## config.mk

```make
export PLATFORM = sky130hd
export DESIGN_NAME = ex_iter_shifter_flat
export DESIGN_NICKNAME = d
export VERILOG_FILES = /design/src/rtl/ex_iter_shifter_if.sv /design/src/rtl/ex_iter_shifter.sv /design/src/flat_wrapper.sv
export SDC_FILE = /design/constraint.sdc
export NUM_CORES = 1
export LEC_CHECK = 0
export BUFFER_PORTS_ARGS = -buffer_cell sky130_fd_sc_hd__buf_2
export CORE_MARGIN = 4
export CORE_UTILIZATION = 45
export DETAILED_ROUTE_END_ITERATION = 10
export PLACE_DENSITY_LB_ADDON = 0.05
export SYNTH_ARGS = -nofsm -noshare
export SYNTH_HDL_FRONTEND = slang
export SYNTH_SLANG_ARGS = --single-unit
```

## constraint.sdc

```tcl
create_clock -name clk -period 1.3 [get_ports clk]
set_input_delay 0.13 -clock clk [delete_from_list [all_inputs] [get_ports clk]]
set_output_delay 0.13 -clock clk [all_outputs]
set_load 0.005 [all_outputs]
```

## src/rtl/ex_iter_shifter_if.sv

```systemverilog
// Request/response bundle between EX control decode and the iterative shifter.
// The master drives the request side; the slave is the shifter.
interface ex_iter_shifter_if #(
    parameter int WIDTH = 8,
    parameter int CNT_W = 8
);
    logic             start;
    logic [2:0]       op;
    logic [WIDTH-1:0] operand;
    logic [CNT_W-1:0] count;
    logic [2:0]       dest;
    logic             busy;
    logic             stall;
    logic             done;
    logic [WIDTH-1:0] result;
    logic             carry;
    logic [2:0]       wb_dest;

    modport master (
        output start, op, operand, count, dest,
        input  busy, stall, done, result, carry, wb_dest
    );

    modport slave (
        input  start, op, operand, count, dest,
        output busy, stall, done, result, carry, wb_dest
    );
endinterface

```

## src/rtl/ex_iter_shifter.sv

```systemverilog
// EX-stage iterative shift/rotate unit: one bit position per clock, stalls IF/ID and ID/EX while busy.
// Optional macro EX_SHIFT_ASR_EN turns op 100 into an arithmetic shift right (otherwise it runs as SHR).
module ex_iter_shifter #(
    parameter int WIDTH = 8,
    parameter int CNT_W = 8
) (
    input logic              clk,
    input logic              rst,
    ex_iter_shifter_if.slave bus
);
    localparam int NW = $clog2(WIDTH + 1);

    typedef enum logic [1:0] {IDLE, SHIFT, DONE} state_t;

    state_t           state;
    logic [2:0]       op_q;
    logic [NW-1:0]    cnt;
    logic [WIDTH-1:0] sh_q;
    logic             carry_q;
    logic             done_q;
    logic [2:0]       dest_q;

    logic             accept;
    logic [NW-1:0]    n_eff;
    logic [WIDTH:0]   step;

    // Rotates wrap modulo WIDTH; shifts saturate at WIDTH since further steps change nothing.
    function automatic logic [NW-1:0] eff_count(input logic [2:0] o, input logic [CNT_W-1:0] c);
        logic [31:0] c32;
        c32 = 32'(c);
        if (o == 3'b010 || o == 3'b011)
            return NW'(c32 % 32'(WIDTH));
        if (c32 >= 32'(WIDTH))
            return NW'(WIDTH);
        return NW'(c32);
    endfunction

    // One iteration: returns {bit leaving the word, next value}.
    function automatic logic [WIDTH:0] shift_step(input logic [2:0] o, input logic [WIDTH-1:0] v);
        case (o)
            3'b000:  return {v[WIDTH-1], v[WIDTH-2:0], 1'b0};
            3'b010:  return {v[WIDTH-1], v[WIDTH-2:0], v[WIDTH-1]};
            3'b011:  return {v[0], v[0], v[WIDTH-1:1]};
`ifdef EX_SHIFT_ASR_EN
            3'b100:  return {v[0], v[WIDTH-1], v[WIDTH-1:1]};
`endif
            default: return {v[0], 1'b0, v[WIDTH-1:1]};
        endcase
    endfunction

    // rst gating keeps stall/busy low while reset is held even if start is high.
    assign accept = bus.start && (state != SHIFT) && !rst;
    assign n_eff  = eff_count(bus.op, bus.count);
    assign step   = shift_step(op_q, sh_q);

    assign bus.stall   = accept || (state == SHIFT);
    assign bus.busy    = (state == SHIFT) || (accept && (n_eff != '0));
    assign bus.done    = done_q;
    assign bus.result  = sh_q;
    assign bus.carry   = carry_q;
    assign bus.wb_dest = dest_q;

    always_ff @(posedge clk or posedge rst) begin
        if (rst) begin
            state   <= IDLE;
            op_q    <= '0;
            cnt     <= '0;
            sh_q    <= '0;
            carry_q <= 1'b0;
            done_q  <= 1'b0;
            dest_q  <= '0;
        end else begin
            done_q <= 1'b0;
            case (state)
                SHIFT: begin
                    sh_q    <= step[WIDTH-1:0];
                    carry_q <= step[WIDTH];
                    cnt     <= cnt - NW'(1);
                    if (cnt == NW'(1)) begin
                        state  <= DONE;
                        done_q <= 1'b1;
                    end
                end
                default: begin
                    // IDLE and DONE both accept; DONE falls back to IDLE otherwise.
                    if (accept) begin
                        sh_q    <= bus.operand;
                        op_q    <= bus.op;
                        dest_q  <= bus.dest;
                        carry_q <= 1'b0;
                        cnt     <= n_eff;
                        if (n_eff == '0) begin
                            state  <= DONE;
                            done_q <= 1'b1;
                        end else begin
                            state <= SHIFT;
                        end
                    end else begin
                        state <= IDLE;
                    end
                end
            endcase
        end
    end
endmodule

```

## src/flat_wrapper.sv

```systemverilog
// flat-port wrapper written by rule: the top's interface ports become plain ports
module ex_iter_shifter_flat 
#(
    parameter int WIDTH = 8,
    parameter int CNT_W = 8
)
  (clk, rst, bus_start, bus_op, bus_operand, bus_count, bus_dest, bus_busy, bus_stall, bus_done, bus_result, bus_carry, bus_wb_dest);
  ex_iter_shifter_if #(.WIDTH(WIDTH), .CNT_W(CNT_W)) bus_i ();
  input logic clk;
  input logic rst;
  input wire logic [$bits(bus_i.start)-1:0] bus_start;
  input wire logic [$bits(bus_i.op)-1:0] bus_op;
  input wire logic [$bits(bus_i.operand)-1:0] bus_operand;
  input wire logic [$bits(bus_i.count)-1:0] bus_count;
  input wire logic [$bits(bus_i.dest)-1:0] bus_dest;
  output wire logic [$bits(bus_i.busy)-1:0] bus_busy;
  output wire logic [$bits(bus_i.stall)-1:0] bus_stall;
  output wire logic [$bits(bus_i.done)-1:0] bus_done;
  output wire logic [$bits(bus_i.result)-1:0] bus_result;
  output wire logic [$bits(bus_i.carry)-1:0] bus_carry;
  output wire logic [$bits(bus_i.wb_dest)-1:0] bus_wb_dest;
  assign bus_i.start = bus_start;
  assign bus_i.op = bus_op;
  assign bus_i.operand = bus_operand;
  assign bus_i.count = bus_count;
  assign bus_i.dest = bus_dest;
  assign bus_busy = bus_i.busy;
  assign bus_stall = bus_i.stall;
  assign bus_done = bus_i.done;
  assign bus_result = bus_i.result;
  assign bus_carry = bus_i.carry;
  assign bus_wb_dest = bus_i.wb_dest;
  ex_iter_shifter #(.WIDTH(WIDTH), .CNT_W(CNT_W)) u_core (.clk(clk), .rst(rst), .bus(bus_i));
endmodule
```

==> metrics.yaml, run 1 <==
status: "finished with violations"
violations: "setup timing"
grt_max_degree: 23
clk_latency_ns: 0.31
skew_ns: 0.01066
tightest_slew_ns: 0.4281
hold_violations: 0
crit_required_ns: 1.17
grt_use_total_pct: 16.62
n_fill_cell: 218
multi_input_area_um2: 674.4
cts_buffers: 3
arrival_ns: 1.20
synth.area.top_cells: "dfrtp_1 (44%), nand2_1 (5.4%), mux2_2 (5.4%)"
vdd_drop_max_v: 0.001461
hpwlAfterDp_mm: 2.083
final_common_cell: "buf_2"
synthesis.nets: 142
netlist_instances: 115
max_cap_violations: 0
crit_path_top_delay_cell: "dfrtp_1"
netlist_area_um2: 1247
report.final.slew_viol_count: 0
grt_pass1_vias: 1018
fin_cells: 200
drive_gt1_share_pct: 51.18
via_count: 1048
ys_warn_count: 0
hold_path.class: "input port to register"
die-height_um: 60.65
synthFlopType: "dfrtp_1"
worstPathCellList: "nor2b_4 > nor2_8 > clkinv_8 > buf_6"
fp-row-count: 18
coreArea_um2: 2567
r2r_cells: 4
die_w_um: 60.65
cpLargestDelayFamily: "flip-flops"
slew_headroom_pct: 71.09
final_util_pct: 66.67
setup_tns_ns: -0.04543
grt-ovfl-total: 0
p_leak_nw: 0.8414
p_per_area_nw_per_um2: 2248
io_buffers: 39
cts.path.max_buffers: 2
worst-path-stages: 4
cts_tree: "built"
max_freq_mhz: 753.3
critPathKind: "register to output pin"
drc: 0
ant_nets: 0
grt_pass1_wl_mm: 4.574
dp_slack_ns: -0.02286
dieArea_um2: 3678
vias_per_cell: 5.240
yosysTopAreaCell: "dfrtp_1"
async_flop_share_pct: 100.0
routed_wl_mm: 2.805
synth_cell_types: 37
startpoint_type: "register"
p_total_mw: 3.847
antenna_cells: 0
dr.pass1.iters: 4
ctsHtreeMaxLevel: 1
rsz0062_at_grt: "true"
cp_slowest_stage_delay_ns: 0.43
dp.cells: 189
clock-root-buffer: "clkbuf_4"
ys_seq_area_share_pct: 44.13
critPathMaxFanout: 4
layout_common_cells: "buf_2 (37), dfrtp_1 (22), nand2_1 (17), buf_4 (11), nor2b_1 (8)"
fin_nets: 198
worst-path-buf-inv: 2
clock_sinks: 22
drt_iter0_drc: 15
seq_area_um2: 550.5
avgSynthCellArea_um2: 10.85
syn_to_final_growth_pct: 37.21
fin_crit_sh_pct: 102.1
wl_per_cell_um: 14.03
clk_pin_slew_ns: 0.13
initial_utilization_pct: 48.59
synth_edf_count: 0
pin_count: 40
ys_seq_elements: 22
setup_violations: 4
gp_congestion: 0.7714
critPathCaptureType: "output pin"
hold_depth: 2
grt_antenna_before_repair: 0
yosysTopAreaCellShare_pct: 44.13
setup_ws_ns: -0.02742
finalCriticalPeriod_ns: 1.327
cells in the mapped netlist (3+ instances only):
cell type	count
nor2_1	3
nand2_1	18
nor2b_1	8
a31oi_1	7
a211oi_1	5
mux2_2	6
mux2i_1	3
nand2b_1	3
dfrtp_1	22
inv_1	3
where the power goes:
part / switching, mW / total, mW / internal (mW) / leakage [nW]
clock network: 0.212 / 0.383 / 0.171 / 0.0210
logic: 0.931 / 2.13 / 1.20 / 0.556
registers: 0.322 / 1.33 / 1.01 / 0.264
worst register-to-register path: stages, from the launching register on:
cell and delay (ns):
dfrtp_1 0.41, nor2b_4 0.17, buf_12 0.13, nor2_8 0.16, mux2_4 0.32
kinds of logic (layout without fill, tap and decap cells):
logic type                 after synthesis  in the layout  share of synthesized area, %
AOI/OAI and AO/OA                       27             27                         15.75
adders and majority gates                2              2                         2.006
buffers and inverters                   10             65                         7.221
DFF                                     22             22                         44.13
muxes                                    9              9                         7.823
and+or+nand+nor                         45             45                         23.07
area by class of cell:
class | count | area share (%)
Multi-Input combinational cell | 83 | 39.40
Sequential cell | 22 | 32.16
Timing Repair Buffer | 57 | 22.51
Tap cell | 30 | 2.193
Clock buffer | 4 | 2.120
Inverter | 4 | 1.608
sequential cells by signal, summed over array words and instances (netlist names):
signal              cells
u_core.state            2
u_core.bus.carry        1
u_core.bus.result       8
u_core.bus.wb_dest      3
u_core.op_q             3
u_core.cnt              4
u_core.bus.done         1
through the flow:
stage                     cell area, µm²  hold WS [ns]
final                               1712       0.03615
after global placement              1525        0.2008
after detailed placement            1525        0.2163
after floorplan                     1247        0.1192
after global routing                1712       0.02647
after CTS                           1657       0.02501
repair_timing:
item / in CTS / in global routing
endpoints found under the hold margin: 22 / 0
pin swaps: 2 / 4
setup endpoints to repair: 9 / 19
hold buffers: 1 / 0
resized for setup: 10 / 12
cloned: 0 / 0
buffers inserted: 7 / 0
layer usage:
layer	up-vias	GRT usage [%]	part of all wire (%)	wire length (µm)
met5	-	0	0	0
met4	0	6.502	1.3	36
li1	519	-	-	-
met1	494	23.51	46	1298
met3	4	2.766	6.3	176
met2	31	25.34	46	1293
path summary, 6_finish.rpt:
path | from | end | slack (ns)
max in group asynchronous | rst | u_core.bus.result[4]$_DFFE_PP0P_ | 0.68
hold / removal | bus_dest[0] | u_core.bus.wb_dest[0]$_DFFE_PP0P_ | 0.04
setup reg to reg | u_core.state[0]$_DFFE_PP0P_ | u_core.op_q[2]$_DFFE_PP0P_ | -0.01
min in group asynchronous | rst | u_core.op_q[1]$_DFFE_PP0P_ | 0.39
setup / recovery | u_core.state[1]$_DFFE_PP0P_ | bus_stall | -0.03
hold reg to reg | u_core.bus.carry$_DFFE_PP0P_ | u_core.bus.carry$_DFFE_PP0P_ | 0.50
No activity file was read; power rests on OpenSTA's default activity.
==> run 2, diff against run 1 <==
--- a/config.mk
+++ b/config.mk
@@ -7,6 +7,6 @@
 export LEC_CHECK = 0
-export BUFFER_PORTS_ARGS = -buffer_cell sky130_fd_sc_hd__buf_2
 export CORE_MARGIN = 4
-export CORE_UTILIZATION = 45
+export CORE_UTILIZATION = 47
 export DETAILED_ROUTE_END_ITERATION = 10
+export DONT_BUFFER_PORTS = 1
 export PLACE_DENSITY_LB_ADDON = 0.05
==> constraint.sdc (replaced) <==
create_clock -name clk -period 1.3 [get_ports clk]
set_input_delay 0.26 -clock clk [delete_from_list [all_inputs] [get_ports clk]]
set_output_delay 0.26 -clock clk [all_outputs]
set_load 0.005 [all_outputs]
==> run 2 against run 1 <==
Net effect:
- the flow still finishes with violations (setup timing)
- clock skew down 0.0054 ns
- critical path type unchanged
- sequential power up 4%
- non-clock buffer count down 36
- largest power group unchanged
- cell count down 19%
- maximum frequency down 7.4%
- highest routed layer unchanged
- core utilization down 4.6 points
- cell area down 9.4%
- sequential share of layout area up 3.3 points
- total power down 2.4%
==> metrics.yaml, run 2 (synthesis gave the netlist of run 1 again) <==
fin_nets: 162  # was 198
pin_count: 40  # unchanged
drive_gt1_share_pct: 36.84  # was 51.18%
via_count: 942  # was 1,048
clock-root-buffer: "clkbuf_4"  # unchanged
hold_violations: 0  # unchanged
vdd_drop_max_v: 0.001315  # was 0.001461 V
ctsHtreeMaxLevel: 1  # unchanged
max_freq_mhz: 697.8  # was 753.3 MHz
antenna_cells: 0  # unchanged
syn_to_final_growth_pct: 24.37  # was 37.21%
layout_common_cells: "dfrtp_1 (22), nand2_1 (17), buf_4 (10), nor2b_1 (8), a31oi_1 (7)"  # was buf_2 (37), dfrtp_1 (22), nand2_1 (17), buf_4 (11), nor2b_1 (8)
rsz0062_at_grt: "true"  # unchanged
largest_register_ffs: 8  # unchanged
slew_headroom_pct: 68.22  # was 71.09%
wl_per_cell_um: 17.25  # was 14.03 µm
clk_latency_ns: 0.31  # about the same
p_leak_nw: 0.7000  # was 0.8414 nW
max_cap_violations: 0  # unchanged
critPathCaptureType: "output pin"  # unchanged
arrival_ns: 1.17  # was 1.20 ns
tightest_slew_ns: 0.4706  # was 0.4281 ns
drc: 0  # unchanged
violations: "setup timing"  # unchanged
grt_pass1_vias: 966  # was 1,018
setup_violations: 10  # was 4
grt_use_total_pct: 17.96  # was 16.62%
cts.path.max_buffers: 2  # unchanged
finalInstanceArea_um2: 1551  # was 1712 µm²
grt_antenna_before_repair: 0  # unchanged
n_fill_cell: 221  # was 218
coreArea_um2: 2500  # was 2567 µm²
vias_per_cell: 5.779  # was 5.240
clock_sinks: 22  # unchanged
drt_iter0_drc: 53  # was 15
p_total_mw: 3.755  # was 3.847 mW
die-height_um: 59.52  # was 60.65 µm
critPathMaxFanout: 2  # was 4
post_dp_cell_area_um2: 1343  # was 1525 µm²
startpoint_type: "register"  # unchanged
ant_nets: 0  # unchanged
crit_path_top_delay_cell: "dfrtp_1"  # unchanged
timing.hold.ws_ns: 0.08162  # was 0.03615 ns
fin_crit_sh_pct: 110.2  # was 102.1%
fp-row-count: 18  # unchanged
grt-ovfl-total: 0  # unchanged
routed_wl_mm: 2.812  # was 2.805 mm
final_util_pct: 62.06  # was 66.67%
gp_congestion: 0.7672  # was 0.7714
dp_slack_ns: -0.02161  # was -0.02286 ns
p_per_area_nw_per_um2: 2420  # was 2248 nW/µm²
crit_required_ns: 1.04  # was 1.17 ns
setup_ws_ns: -0.1330  # was -0.02742 ns
io_buffers: 0  # was 39
final_common_cell: "dfrtp_1"  # was buf_2
finalCriticalPeriod_ns: 1.433  # was 1.327 ns
skew_ns: 0.005226  # was 0.01066 ns
worstPathCellList: "nor2b_4 > nor2_8 > clkinv_8 > buf_6"  # unchanged
dr.pass1.iters: 4  # unchanged
initial_utilization_pct: 49.90  # was 48.59%
grt_pass1_wl_mm: 4.692  # was 4.574 mm
r2r_cells: 5  # was 4
dieArea_um2: 3543  # was 3678 µm²
critPathKind: "register to output pin"  # unchanged
grt_max_degree: 23  # unchanged
status: "finished with violations"  # unchanged
cts_buffers: 3  # unchanged
clk_pin_slew_ns: 0.12  # was 0.13 ns
hold_path.class: "input port to register"  # unchanged
hpwlAfterDp_mm: 1.970  # was 2.083 mm
cts_tree: "built"  # unchanged
report.final.slew_viol_count: 0  # unchanged
die_w_um: 59.52  # was 60.65 µm
hold_depth: 2  # unchanged
cp_slowest_stage_delay_ns: 0.42  # was 0.43 ns
[run 2: worst paths after layout]
| path | from | end | slack, ns |
|---|---|---|---|
| setup reg to reg | u_core.state[0]$_DFFE_PP0P_ | u_core.op_q[2]$_DFFE_PP0P_ | -0.11 |
| min in group asynchronous | rst | u_core.bus.wb_dest[2]$_DFFE_PP0P_ | 0.41 |
| hold reg to reg | u_core.bus.carry$_DFFE_PP0P_ | u_core.bus.carry$_DFFE_PP0P_ | 0.53 |
| hold / removal | bus_operand[2] | u_core.bus.result[2]$_DFFE_PP0P_ | 0.08 |
| max in group asynchronous | rst | u_core.cnt[2]$_DFFE_PP0P_ | 0.66 |
| setup / recovery | u_core.state[0]$_DFFE_PP0P_ | bus_stall | -0.13 |
[run 2: metal layers]
metal / vias to the layer above / track usage [%] / part of all wire [%]
li1: 443 / - / -
met1: 460 / 23.36 / 43
met2: 34 / 28.39 / 48
met3: 5 / 5.011 / 7.4
met4: 0 / 6.646 / 1.6
met5: - / 0 / 0
[run 2: through the flow]
stage               TNS, ns  std cells
finish              -0.8669        163
global route         -1.314        163
CTS                 -0.7520        163
detailed placement  -0.1348        150
global placement          0        150
floorplan                 0        115
[run 2: layout make-up]
type / count / area (µm²) / share of cell area (%)
well taps: 30 / 37.54 / 2.419
multi-input cells: 83 / 680.7 / 43.87
repair buffers: 21 / 232.7 / 15.00
flip-flops and latches: 22 / 550.5 / 35.48
inverters: 4 / 27.53 / 1.774
clock buffers: 3 / 22.52 / 1.452
[run 2: timing repair]
action,CTS,global route
hold buffers,1,0
buffers inserted,9,0
pin swaps,2,4
cloned,0,0
endpoints found under the hold margin,22,0
resized for setup,15,10
endpoints found under the setup margin,12,22
[run 2: power by group]
group          internal, mW  switching [mW]  leakage [nW]  total, mW
logic                  1.16           0.893         0.422       2.05
registers              1.01           0.369         0.264       1.38
clock network         0.108           0.212        0.0138      0.320
[run 2: critical path: cells and delay by family, from the launching register on]
kind                   cells  cell delay, ns
and+or+nand+nor            2            0.29
DFF                        1            0.42
buffers and inverters      2            0.16
